### config.mk
export PLATFORM = sky130hd
export DESIGN_NAME = seg_scan_decoder
export DESIGN_NICKNAME = d
export VERILOG_FILES = /design/src/rtl/seg_pkg.sv /design/src/rtl/seg_pattern_decode.sv /design/src/rtl/seg_scan_decoder.sv
export SDC_FILE = /design/constraint.sdc
export NUM_CORES = 1
export LEC_CHECK = 0
export ABC_AREA = 1
export CAP_MARGIN = 20
export CORE_MARGIN = 3
export CORE_UTILIZATION = 40
export DETAILED_ROUTE_END_ITERATION = 8
export PLACE_DENSITY = 0.66
export SLEW_MARGIN = 20
export SYNTH_ARGS = -nofsm -noshare
export SYNTH_HDL_FRONTEND = slang
export SYNTH_SLANG_ARGS = --single-unit
### constraint.sdc
create_clock -name clk -period 3.7 [get_ports clk]
set_input_delay 0.74 -clock clk [delete_from_list [all_inputs] [get_ports clk]]
set_output_delay 0.74 -clock clk [all_outputs]
set_load 0.05 [all_outputs]
### src/rtl/seg_pkg.sv
// Shared types and constants for the seven-segment scan decoder: segment patterns,
// character codes, FSM states and anode helpers.
package seg_pkg;

  typedef logic [4:0] code_t;
  typedef logic [6:0] seg_t;

  typedef enum logic {StOff, StCapture} state_e;

  localparam code_t CODE_L     = 5'h10;
  localparam code_t CODE_UNK   = 5'h1E;
  localparam code_t CODE_BLANK = 5'h1F;

  localparam logic [3:0] AN_OFF = 4'b1111;

  // Patterns are {g,f,e,d,c,b,a}, active-low.
  localparam seg_t SEG_0     = 7'b1000000;
  localparam seg_t SEG_1     = 7'b1111001;
  localparam seg_t SEG_2     = 7'b0100100;
  localparam seg_t SEG_3     = 7'b0110000;
  localparam seg_t SEG_4     = 7'b0011001;
  localparam seg_t SEG_5     = 7'b0010010;
  localparam seg_t SEG_6     = 7'b0000010;
  localparam seg_t SEG_7     = 7'b1111000;
  localparam seg_t SEG_8     = 7'b0000000;
  localparam seg_t SEG_9     = 7'b0010000;
  localparam seg_t SEG_A     = 7'b0001000;
  localparam seg_t SEG_B     = 7'b0000011;
  localparam seg_t SEG_C     = 7'b1000110;
  localparam seg_t SEG_D     = 7'b0100001;
  localparam seg_t SEG_E     = 7'b0000110;
  localparam seg_t SEG_F     = 7'b0001110;
  localparam seg_t SEG_L     = 7'b1000111;
  localparam seg_t SEG_BLANK = 7'b1111111;

  function automatic logic an_valid(input logic [3:0] an);
    return an inside {4'b1110, 4'b1101, 4'b1011, 4'b0111};
  endfunction

  function automatic logic [1:0] an_pos(input logic [3:0] an);
    case (an)
      4'b1110: return 2'd0;
      4'b1101: return 2'd1;
      4'b1011: return 2'd2;
      default: return 2'd3;
    endcase
  endfunction

  function automatic logic frame_has_unk(input logic [19:0] frame);
    logic hit;
    hit = 1'b0;
    for (int p = 0; p < 4; p++) begin
      if (frame[5*p +: 5] == CODE_UNK) hit = 1'b1;
    end
    return hit;
  endfunction

endpackage

### src/rtl/seg_pattern_decode.sv
// Combinational map from an active-low segment pattern to a 5-bit character code.
module seg_pattern_decode
  import seg_pkg::*;
(
  input  seg_t  pattern,
  output code_t code
);

  always_comb begin
    code = CODE_UNK;
    case (pattern)
      SEG_0:     code = 5'h00;
      SEG_1:     code = 5'h01;
      SEG_2:     code = 5'h02;
      SEG_3:     code = 5'h03;
      SEG_4:     code = 5'h04;
      SEG_5:     code = 5'h05;
      SEG_6:     code = 5'h06;
      SEG_7:     code = 5'h07;
      SEG_8:     code = 5'h08;
      SEG_9:     code = 5'h09;
      SEG_A:     code = 5'h0A;
      SEG_B:     code = 5'h0B;
      SEG_C:     code = 5'h0C;
      SEG_D:     code = 5'h0D;
      SEG_E:     code = 5'h0E;
      SEG_F:     code = 5'h0F;
      SEG_L:     code = CODE_L;
      SEG_BLANK: code = CODE_BLANK;
      default:   code = CODE_UNK;
    endcase
  end

endmodule

### src/rtl/seg_scan_decoder.sv
// Monitors a multiplexed four-digit seven-segment bus and rebuilds the displayed
// characters into frames, flagging blanking and multi-anode bus errors.
module seg_scan_decoder
  import seg_pkg::*;
#(
  parameter int unsigned STABLE_CYCLES = 1,
  parameter int unsigned BLANK_CYCLES  = 4
) (
  input  logic        clk,
  input  logic        rst,
  input  logic [6:0]  disp,
  input  logic [3:0]  an,
  output logic [19:0] chars,
  output logic        frame_valid,
  output logic        display_off,
  output logic        bad_an,
  output logic        unknown
);

  localparam logic [7:0] STABLE_TH = 8'(STABLE_CYCLES);
  localparam logic [7:0] BLANK_TH  = 8'(BLANK_CYCLES);

  logic [3:0]       an_q;
  seg_t             disp_q;
  logic [7:0]       stab_q, stab_d;
  logic             done_q, done_d;
  logic [7:0]       blank_q, blank_d;
  logic [3:0]       seen_q, seen_d;
  code_t [3:0]      pending_q, pending_d;
  logic [19:0]      chars_q, chars_d;
  logic             frame_q, frame_d;
  logic             bad_q, bad_d;
  logic             unk_q, unk_d;
  state_e           state_q, state_d;

  code_t            code;
  logic             reload;
  logic             commit;
  logic             blank_sample;
  logic             blank_hit;
  logic [7:0]       blank_inc;
  logic [1:0]       pos;

  seg_pattern_decode u_decode (
    .pattern (disp_q),
    .code    (code)
  );

  always_comb begin
    // A multi-anode sample restarts the run so it can never extend a valid one.
    reload = ({an, disp} != {an_q, disp_q}) ||
             (!an_valid(an) && (an != AN_OFF));
    stab_d = reload ? 8'd1 : ((stab_q == 8'hFF) ? stab_q : stab_q + 8'd1);

    commit = an_valid(an_q) && (stab_q == STABLE_TH) && !done_q;
    done_d = reload ? 1'b0 : (done_q | commit);
    pos    = an_pos(an_q);

    blank_sample = (an_q == AN_OFF);
    blank_inc    = (blank_q == 8'hFF) ? blank_q : blank_q + 8'd1;
    blank_d      = blank_sample ? blank_inc : 8'd0;
    blank_hit    = blank_sample && (blank_inc >= BLANK_TH);

    bad_d     = !an_valid(an_q) && !blank_sample;
    pending_d = pending_q;
    seen_d    = seen_q;
    chars_d   = chars_q;
    frame_d   = 1'b0;
    unk_d     = unk_q;
    state_d   = state_q;

    if (commit) begin
      pending_d[pos] = code;
      seen_d         = seen_q | (4'b0001 << pos);
      state_d        = StCapture;
      if (seen_d == 4'b1111) begin
        chars_d = pending_d;
        frame_d = 1'b1;
        unk_d   = frame_has_unk(pending_d);
        seen_d  = 4'b0000;
      end
    end else if (blank_hit) begin
      seen_d  = 4'b0000;
      state_d = StOff;
    end
  end

  always_ff @(posedge clk or posedge rst) begin
    if (rst) begin
      an_q      <= AN_OFF;
      disp_q    <= SEG_BLANK;
      stab_q    <= 8'd0;
      done_q    <= 1'b0;
      blank_q   <= 8'd0;
      seen_q    <= 4'b0000;
      pending_q <= {4{CODE_BLANK}};
      chars_q   <= {4{CODE_BLANK}};
      frame_q   <= 1'b0;
      bad_q     <= 1'b0;
      unk_q     <= 1'b0;
      state_q   <= StOff;
    end else begin
      an_q      <= an;
      disp_q    <= disp;
      stab_q    <= stab_d;
      done_q    <= done_d;
      blank_q   <= blank_d;
      seen_q    <= seen_d;
      pending_q <= pending_d;
      chars_q   <= chars_d;
      frame_q   <= frame_d;
      bad_q     <= bad_d;
      unk_q     <= unk_d;
      state_q   <= state_d;
    end
  end

  assign chars       = chars_q;
  assign frame_valid = frame_q;
  assign bad_an      = bad_q;
  assign unknown     = unk_q;
  assign display_off = (state_q == StOff);

endmodule

=== Word-level counts from Yosys, hierarchy flattened ===
Index checks and enable logic that the tools add are counted.

* ROM bits: 0
* Word-level logic and storage cells: 98
* Memories: 0
* Output and inout port bits: 24
* Input bits: 13
* Bits in writable memories: 0
* Bits in latches: 0
* Register bits: 76

* Div/mod/pow operators: 0
* Eq/ne operators: 37
* Multiply operators: 0
* Bitwise operators: 3
* Magnitude comparators: 3
* Shifts and indexed selects: 1
* Reduce and logical (&&, ||, !) cells: 16
* Multiplexer cells: 21
* Add/sub/neg operators: 2

{| class="wikitable"
|+ Operators with widths
! cell !! count
|-
| 5-bit one-hot mux with 18 select lines || 1
|-
| 7-bit equality test, second input constant || 6
|-
| 4-bit equality test, second input constant || 8
|-
| 8-bit 2-to-1 mux || 4
|-
| 7-bit by 5-bit equality test with 1-bit output, second input constant || 3
|-
| 7-bit by 6-bit equality test with 1-bit output, second input constant || 3
|-
| 20-bit bitwise mux || 1
|-
| 5-bit equality test, second input constant || 4
|-
| 8-bit by 1-bit adder with 8-bit output, second input constant || 2
|-
| 8-bit equality test, second input constant || 2
|-
| 7-bit by 2-bit equality test with 1-bit output, second input constant || 2
|-
| 7-bit by 4-bit equality test with 1-bit output, second input constant || 2
|-
| 4-bit 2-to-1 mux || 3
|-
| 11-bit != test || 1
|-
| 5-bit demux with 2-bit select || 1
|-
| 1-bit 2-to-1 mux || 9
|-
| 4-bit by 3-bit equality test with 1-bit output, second input constant || 2
|-
| 8-bit by 1-bit equality test with 1-bit output, second input constant || 1
|-
| 8-bit by 3-bit greater-or-equal comparator with 1-bit output, second input constant || 1
|-
| 4-bit nonzero test || 2
|-
| 7-bit by 3-bit equality test with 1-bit output, second input constant || 1
|-
| 7-bit logical NOT || 1
|-
| 1-bit logical AND || 6
|-
| 2-bit one-hot mux with 3 select lines || 1
|-
| 13 further kinds || 16
|}

=== Depth between registers and ports, before layout ===
Gate-level depths: netlist of run 1.

* Depth in word-level cells: 12
* Depth in mapped cells: 17
* Depth with buffers taken out: 15

=== By module ===
From an unflattened synthesis of run 1, not the netlist that was laid out.

* Cell total of the unflattened synthesis: 542
* Area, all modules: 4081.4 sq um

{| class="wikitable"
|+ Modules (own cells, without submodules)
! module !! instances !! cells each !! area an instance (sq um)
|-
| seg_scan_decoder || 1 || 458 || 3739.8
|-
| seg_pattern_decode || 1 || 84 || 341.6
|}

=== Worst setup path before layout of run 1 ===
Ideal clock, no wire load.

* Path kind: reg-to-reg
* Start point: register disp_q[1]
* End point: register unk_q (netlist: unknown)
* Data required time: 3.582 ns
* Stages on the path, launching flop included: 18
* Data arrival time: 1.820 ns
* Clock period less this slack: 1.938 ns
* Path buffers: 2
* Slack: 1.762 ns
* Path through: dfstp_2 buf_2 inv_1 nor2_1 nand2_1 nor2_1 nor2_2 nand2_1 nor2_1 nand2_2 buf_6 nand3_1 o21ai_1 nor2_1 nand3_1 nand2_1 nor2_1 nor2_1

* Word-level cells in the longest chain between the ends: 8

{| class="wikitable"
|+ Ends and longest elaborated chain
! element !! line !! source
|-
| start: declaration || seg_scan_decoder.sv:24 || <nowiki>seg_t disp_q;</nowiki>
|-
| start signal: assignment || seg_scan_decoder.sv:104 || <nowiki>disp_q <= disp;</nowiki>
|-
| 7-bit equality test (tied with other cells) || seg_pattern_decode.sv:11 || <nowiki>case (pattern)</nowiki>
|-
| 5-bit one-hot mux with 18 select lines (*) || seg_pattern_decode.sv:11 ||
|-
| 20-bit bitwise mux (*) || seg_scan_decoder.sv:73 || <nowiki>pending_d[pos] = code;</nowiki>
|-
| 5-bit equality test || seg_pkg.sv:53 || <nowiki>if (frame[5*p +: 5] == CODE_UNK) hit = 1'b1;</nowiki>
|-
| 1-bit 2-to-1 mux (3 in series) || seg_pkg.sv:53 ||
|-
| 1-bit 2-to-1 mux (*) || seg_pkg.sv:53 ||
|-
| end signal: assignment || seg_scan_decoder.sv:113 || <nowiki>unk_q <= unk_d;</nowiki>
|-
| end: declaration || seg_scan_decoder.sv:33 || <nowiki>logic unk_q, unk_d;</nowiki>
|}

Every way passes the cells marked *; elsewhere a longest branch is shown, timed or not.
A chain may end at the register's enable or synchronous reset.

=== Worst setup path after layout of run 1 ===
* Start point: register an_q[1]
* End point: register unk_q (netlist: unknown)

* Word-level cells in the longest chain between the ends: 12

{| class="wikitable"
|+ Ends and longest elaborated chain
! element !! line !! source
|-
| start: declaration || seg_scan_decoder.sv:23 || <nowiki>logic [3:0] an_q;</nowiki>
|-
| start signal: assignment || seg_scan_decoder.sv:103 || <nowiki>an_q <= an;</nowiki>
|-
| 4-bit equality test || seg_pkg.sv:37, seg_pkg.sv:41 ||
|-
| 2-bit one-hot mux with 3 select lines || seg_pkg.sv:41 || <nowiki>case (an)</nowiki>
|-
| 2-bit by 3-bit less-than comparator with 1-bit output (not written as such) / 2-bit by 1-bit greater-or-equal comparator with 1-bit output (equally long branches) || seg_scan_decoder.sv:73 ||
|-
| 1-bit logical AND (not written as such) || seg_scan_decoder.sv:73 ||
|-
| 5-bit 2-to-1 mux (not written as such) || seg_scan_decoder.sv:73 ||
|-
| 5-bit demux with 2-bit select || seg_scan_decoder.sv:73 ||
|-
| 20-bit bitwise mux || seg_scan_decoder.sv:73 ||
|-
| 5-bit equality test || seg_pkg.sv:53 ||
|-
| 1-bit 2-to-1 mux (4 in series) || seg_pkg.sv:53 ||
|}

Parallel ways exist; a longest one is shown, timed or not.

==> results of run 1 <==
[area by class of cell]
class                           instances  area [µm²]  area share (%)
Clock buffer                           10       137.6           2.951
Clock inverter                          6       46.29          0.9928
Inverter                               65       244.0           5.232
Multi-Input combinational cell        358        1720           36.89
Sequential cell                        76        1966           42.15
Tap cell                              129       161.4           3.461
Timing Repair Buffer                   38       387.9           8.318
[flip-flops by register name (all words and copies together), names as in the netlist]
register,cells
chars,20
pending_q,20
blank_q,8
stab_q,8
disp_q,7
an_q,4
seen_q,4
bad_an,1
done_q,1
frame_valid,1
state_q,1
unknown,1
[stage by stage]
stage	hold slack [ps]	std cells	util, %	setup slack, ps
floorplan	441.9	511	-	1106
global placement	460.1	666	47.35	1204
detailed placement	473.8	666	47.35	1094
CTS	485.2	682	49.30	1084
global route	503.7	682	49.30	773.3
finish	481.0	682	49.30	1113
[per-layer routing]
metal	vias up	part of all wire (%)	global-route usage [%]
met5	-	0	0
met4	0	1.6	4.440
met1	1547	48	22.78
met2	73	47	26.14
li1	1710	-	-
met3	13	3.5	3.582
[how the worst max path moves through the flow]
stage            start       to  cells past startpoint  slack [ps]
2_1_floorplan      rst   bad_an                      1        1110
3_3_place_gp   an_q[1]  unknown                     13        1200
3_5_place_dp   an_q[1]  unknown                     13        1090
4_1_cts        an_q[1]  unknown                     13        1080
5_1_grt        an_q[1]  unknown                     13         770
6_report       an_q[1]  unknown                     13        1110
[cell families (layout without fill, tap and decap cells)]
| group | count (synthesis) | count (layout) |
|---|---|---|
| buf+inv | 77 | 119 |
| flops | 76 | 76 |
| xor+xnor | 12 | 12 |
| fa+ha+maj | 3 | 3 |
| compound gates | 75 | 75 |
| simple gates | 268 | 268 |
[cell usage after synthesis]
cell type  instances  area, µm²
nand4_1            5      31.28
nor2_1            64      240.2
or2_1              1      6.260
a31oi_1            1      6.260
nand2_2            3      18.77
nand3_2            3      30.03
buf_2              5      25.02
o2111ai_1          1      8.760
a21oi_1            8      40.04
o22ai_1            1      6.260
inv_2              7      26.28
clkinv_1           1      3.750
dfstp_2           51       1340
o21ai_1            4      20.02
xnor2_1            9      78.83
nor2_4             1      11.26
a211oi_1           3      22.52
o21a_1             1      7.510
nand2_1          114      427.9
nor2_2             8      50.05
inv_1             57      214.0
nor3_1            10      50.05
nor4_1             3      18.77
nand3_1           46      230.2
o21ai_0           54      270.3
clkbuf_1           5      18.77
nand3b_1           2      15.01
o21ai_2            1      8.760
ha_1               3      37.54
dfrtp_1           25      625.6
buf_4              1      7.510
xor2_1             3      26.28
buf_6              1      11.26
o31ai_1            1      7.510
or2_2              8      50.05
[power by group]
group	total [mW]	internal (mW)	switching [mW]
clock network	0.593	0.268	0.325
logic	0.632	0.220	0.413
registers	1.12	1.05	0.0726
[worst max-delay path: cells and delay by family (launching register included)]
family,cells,cell delay [ps]
flops,1,580
simple gates,10,1180
buf+inv,3,720
==> out/qor.yml, run 1 <==
status: "finished, final reports clean"
wl_per_cell_um: 12.47
endpoint_kind: "register"
cpPeakStageDelay_ps: 580
rsz0062_at_grt: "false"
max_cap_violations: 0
antenna_found_initial: 0
drv_slew: 0
max_freq_ghz: 0.3866
yosys.area_share.xor_xnor_pct: 2.632
dieArea_um2: 11220
synth_top_family_by_area: "simple AND/OR/NAND/NOR gates"
fin_crit_sh_pct: 69.92
finalHoldViolCount: 0
post-cts-setup-buffers: 0
final_layout_size_suffix_gt1_share_pct: 18.26
synth_nets: 527
ys_ff_latch: 76
cts_buffers: 9
root_buffer: "clkbuf_8"
routed_wirelength_um: 8505
slowest_stage: "dfstp_2"
synth-compound-area-share_pct: 9.966
cp_common_cell: "nor2_1"
drt_iter0_drc: 212
rr_endpoint: "unknown"
tightest_slew_ps: 737.1
place_congestion: 0.8683
total_power_mw: 2.350
h-tree-depth: 3
rows: 35
cp-start-kind: "register"
grt_pass1_vias: 3277
fin_nets: 564
via_count: 3343
r2r-start: "an_q[1]"
path_cells: "nor2_1, nand2_1, nand3_1, inv_1, or2_1, nand3_1, nor2_1, nand3_1, buf_4, inv_1, nand2_1, nor2_1, nor2_1"
critical_path_peak_fanout: 27
place_area_um2: 4479
cts.sinks: 76
clock_path_buffers: 2
ys_types: 35
synth.area.mux_share_pct: 0
clkTransAtPathRegs_ps: 90
synth_warnings: 0
final_cell_mix: "114 x nand2_1, 64 x nor2_1, 56 x inv_1, 54 x o21ai_0, 51 x dfstp_2"
synth-seq-area-share_pct: 49.23
finalSetupViolCount: 0
area_growth_pct: 16.80
layout_commonest_cell: "nand2_1"
cts_tree: "done"
worstSkewPairLatency_ps: 350
dr.pass1.iters: 4
dieHeight_um: 105.9
whs_path_depth: 2
p_leak_nw: 2.009
yosys.area_share.adder_pct: 0.9401
reg2reg_depth: 13
vdd_drop_max_uv: 172.7
antenna_left: 0
synth_area_um2: 3993
dp_hpwl_um: 6318
io_pins: 37
holdCritPathClass: "register to register"
setup-tns-final_ps: 0
cp.arrival_ps: 2840
avgSynthCellArea_um2: 7.813
power.density_nw_per_um2: 503.9
crit_type: "register to register"
vias_per_cell: 4.902
r2r_slack_ps: 1110
grt-ovfl-total: 0
port_buffers: 36
grt_pass1_wl_um: 15190
initial_core_util_pct: 42.21
ctsResizeCount: 0
fillers: 946
design_area_um2: 4663
synth-simple-area-share_pct: 29.55
grt_max_degree: 43
worstHoldStart: "pending_q[2]"
core_area_um2: 9459
fin_crit_ps: 2587
syn_inst: 511
fp.dieW_um: 105.9
antenna_cells: 0
drc_errors: 0
min_to: "pending_q[2]"
worstPathRequired_ps: 3950
postCtsHoldBufs: 0
track_usage_pct: 16.43
slew_headroom_pct: 50.79
fin_skew_ps: 10.76
Note: power is estimated with default switching activity, not from simulation.
==> inputs of run 2 (changes only) <==
- PLACE_DENSITY: 0.66 -> 0.68
- clock period: 3.7 -> 2.21 ns (I/O delays scaled with it)
==> run 2 against run 1 <==
Effect of this change: final cell count rose by 3.1%; via count increased by 3.9%; clock power up 62%; hold slack worse by 5.7 ps; power rose by 69%; worst setup slack lost 1100 ps; non-clock buffer count is 20 higher; first-iteration DRC count fell by 20%; final area increased by 5.6%; register-to-register slack lost 1000 ps; critical endpoint is now chars[10]; largest cell class unchanged.
==> out/qor.yml, run 2 (same netlist as run 1, synthesis figures left out) <==
cts_tree: "done"  # unchanged
cp.arrival_ps: 1710  # was 2840 ps
dr.pass1.iters: 4  # unchanged
multi_input_area_um2: 1798  # was 1720 µm²
comb_power_share_pct: 28.5  # was 26.9%
dieArea_um2: 11220  # unchanged
routed_wirelength_um: 8789  # was 8505 µm
clkTransAtPathRegs_ps: 80  # was 90 ps
cp_top_family: "buffers and inverters"  # was simple AND/OR/NAND/NOR gates
crit_buf_inv: 1  # was 3
vdd_drop_max_uv: 328.4  # was 172.7 µV
switching_power_mw: 1.356  # was 0.8103 mW
grt_pass1_vias: 3295  # was 3277
worstPathRequired_ps: 1770  # was 3950 ps
tightest_slew_ps: 526.7  # was 737.1 ps
fin_crit_ps: 2156
fin_crit_sh_pct: 97.53
slew_headroom_pct: 64.81  # was 50.79%
drc_errors: 0  # unchanged
root_buffer: "clkbuf_8"  # unchanged
crit_type: "register to primary output"  # was register to register
rsz0062_at_grt: "true"  # was false
place_area_um2: 4606  # was 4479 µm²
path_cells: "clkdlybuf4s50_1"  # was nor2_1, nand2_1, nand3_1, inv_1, or2_1, nand3_1, nor2_1, nand3_1, buf_4, inv_1, nand2_1, nor2_1, nor2_1
design_area_um2: 4923  # was 4663 µm²
slowest_stage: "clkdlybuf4s50_1"  # was dfstp_2
final_layout_size_suffix_gt1_share_pct: 23.87  # was 18.26%
clkPwrFrac_pct: 24.1  # was 25.2%
total_power_mw: 3.983  # was 2.350 mW
antenna_cells: 0  # unchanged
dieHeight_um: 105.9  # unchanged
area_growth_pct: 23.32  # was 16.80%
cpPeakStageDelay_ps: 810  # was 580 ps
final_cell_mix: "109 x nand2_1, 56 x inv_1, 56 x nor2_1, 51 x dfstp_2, 49 x o21ai_0"  # was 114 x nand2_1, 64 x nor2_1, 56 x inv_1, 54 x o21ai_0, 51 x dfstp_2
grt_pass1_wl_um: 15180  # was 15190 µm
h-tree-depth: 3  # unchanged
clock_path_buffers: 2  # unchanged
fillers: 908  # was 946
max_freq_ghz: 0.4639
power.density_nw_per_um2: 808.9  # was 503.9 nW/µm²
cts_buffers: 9  # unchanged
p_int_mw: 2.626  # was 1.539 mW
dp_hpwl_um: 6420  # was 6318 µm
max_cap_violations: 0  # unchanged
finalHoldViolCount: 0  # unchanged
fin_cells: 703  # was 682
seqPwrFrac_pct: 47.4  # was 47.8%
drt_iter0_drc: 169  # was 212
initial_core_util_pct: 42.21  # unchanged
track_usage_pct: 16.56  # was 16.43%
cts.sinks: 76  # unchanged
antenna_left: 0  # unchanged
place_congestion: 0.8620  # was 0.8683
vias_per_cell: 4.943  # was 4.902
placed_cells: 679  # was 666
wl_per_cell_um: 12.50  # was 12.47 µm
p_sw_share_pct: 34.05  # was 34.48%
layout_commonest_cell: "nand2_1"  # unchanged
fp.dieW_um: 105.9  # unchanged
cp-start-kind: "register"  # unchanged
via_count: 3475  # was 3343
grt_max_degree: 34  # was 43
core_area_um2: 9459  # unchanged
finalSetupViolCount: 0  # unchanged
postCtsHoldBufs: 0  # unchanged
endpoint_kind: "primary output"  # was register
grt-ovfl-total: 0  # unchanged
port_buffers: 36  # unchanged
antenna_found_initial: 0  # unchanged
worstSkewPairLatency_ps: 350  # about the same
fin_skew_ps: 12.06  # was 10.76 ps
critical_path_peak_fanout: 2  # was 27
io_pins: 37  # unchanged
rows: 35  # unchanged
status: "finished, final reports clean"  # unchanged
drv_slew: 0  # unchanged
holdCritPathClass: "register to register"  # unchanged
p_leak_nw: 2.118  # was 2.009 nW
final-seq-area_um2: 1966  # unchanged
fin_nets: 585  # was 564
-- run 2: changes by cell type in the layout (fill, tap and decap cells not counted), moves of 2 or more --
cell	delta
nor2_2	+5
nor2_1	-8
o21ai_0	-5
nand2_2	+4
nand2_1	-5
nor2_4	+3
inv_2	-3
buf_12	+2
inv_6	-2
nand2_4	+2
buf_4	+17
clkinvlp_4	+3
o21ai_1	+4
-- run 2: timing repair --
action | in CTS | in global routing
setup endpoints to repair | 0 | 30
setup buffers | 0 | 7
gates resized for setup | 0 | 30
-- run 2: worst paths after layout --
check / slack, ps / cells past startpoint / to / from
min in group asynchronous: 490 / 2 / frame_valid / rst
max in group asynchronous: 1140 / 3 / an_q[1] / rst
worst max-delay path: 50 / 1 / chars[10] / chars[10]
worst min register to register: 480 / 2 / chars[3] / chars[3]
worst max register to register: 70 / 15 / unknown / disp_q[2]
worst min-delay path: 480 / 2 / chars[3] / chars[3]
-- run 2: power by group through the flow --
stage	sequential (mW)	clock, mW	combinational, mW
6_report	1.89	0.960	1.14
5_1_grt	1.93	1.07	1.25
4_1_cts	1.89	0.995	1.11
3_5_place_dp	1.91	0	1.11
3_3_place_gp	1.90	0	1.09
2_1_floorplan	2.18	0	0.471
-- run 2: cell type report --
type	instances	share of cell area, %
timing repair buffer	58	11.51
multi-input combinational	359	36.52
inverter	65	5.133
tap	129	3.278
clock buffer	11	2.872
sequential	76	39.92
clock inverter	5	0.7624
-- run 2: per-stage QoR --
stage               hold slack (ps)  setup slack (ps)  util, %  TNS (ps)
floorplan                     441.9             271.8        -         0
global placement              459.6             73.47    48.69         0
detailed placement            476.2             18.13    48.69         0
CTS                           487.0             23.67    50.58         0
global route                  494.7            -81.04    52.05    -81.04
finish                        475.3             54.50    52.05         0
-- run 2: layer usage --
metal	routed length [µm]	vias up	global-route usage [%]
met3	358	15	3.947
met2	4227	84	26.78
met4	152	0	5.458
met5	0	-	0
met1	4051	1622	21.97
li1	-	1754	-
-- run 2: worst reg2reg max path, stage by stage, from the launching register on --
cell and delay [ps]:
dfstp_2 570, buf_4 140, nor2_2 60, nand2_2 110
nor2_1 60, nor2_2 130, nand2_1 100, nor2_4 200
nand2_4 100, nand3_1 80, nand2_1 80, nor2_1 140
nand3_1 100, nand3_1 90, nor2_1 40, nor2_1 80
==> inputs of run 3 (changes only) <==
- HOLD_SLACK_MARGIN: default -> 0.06
==> results of run 3 <==
No change in the layout: final DEF, timing and power equal those of run 2.
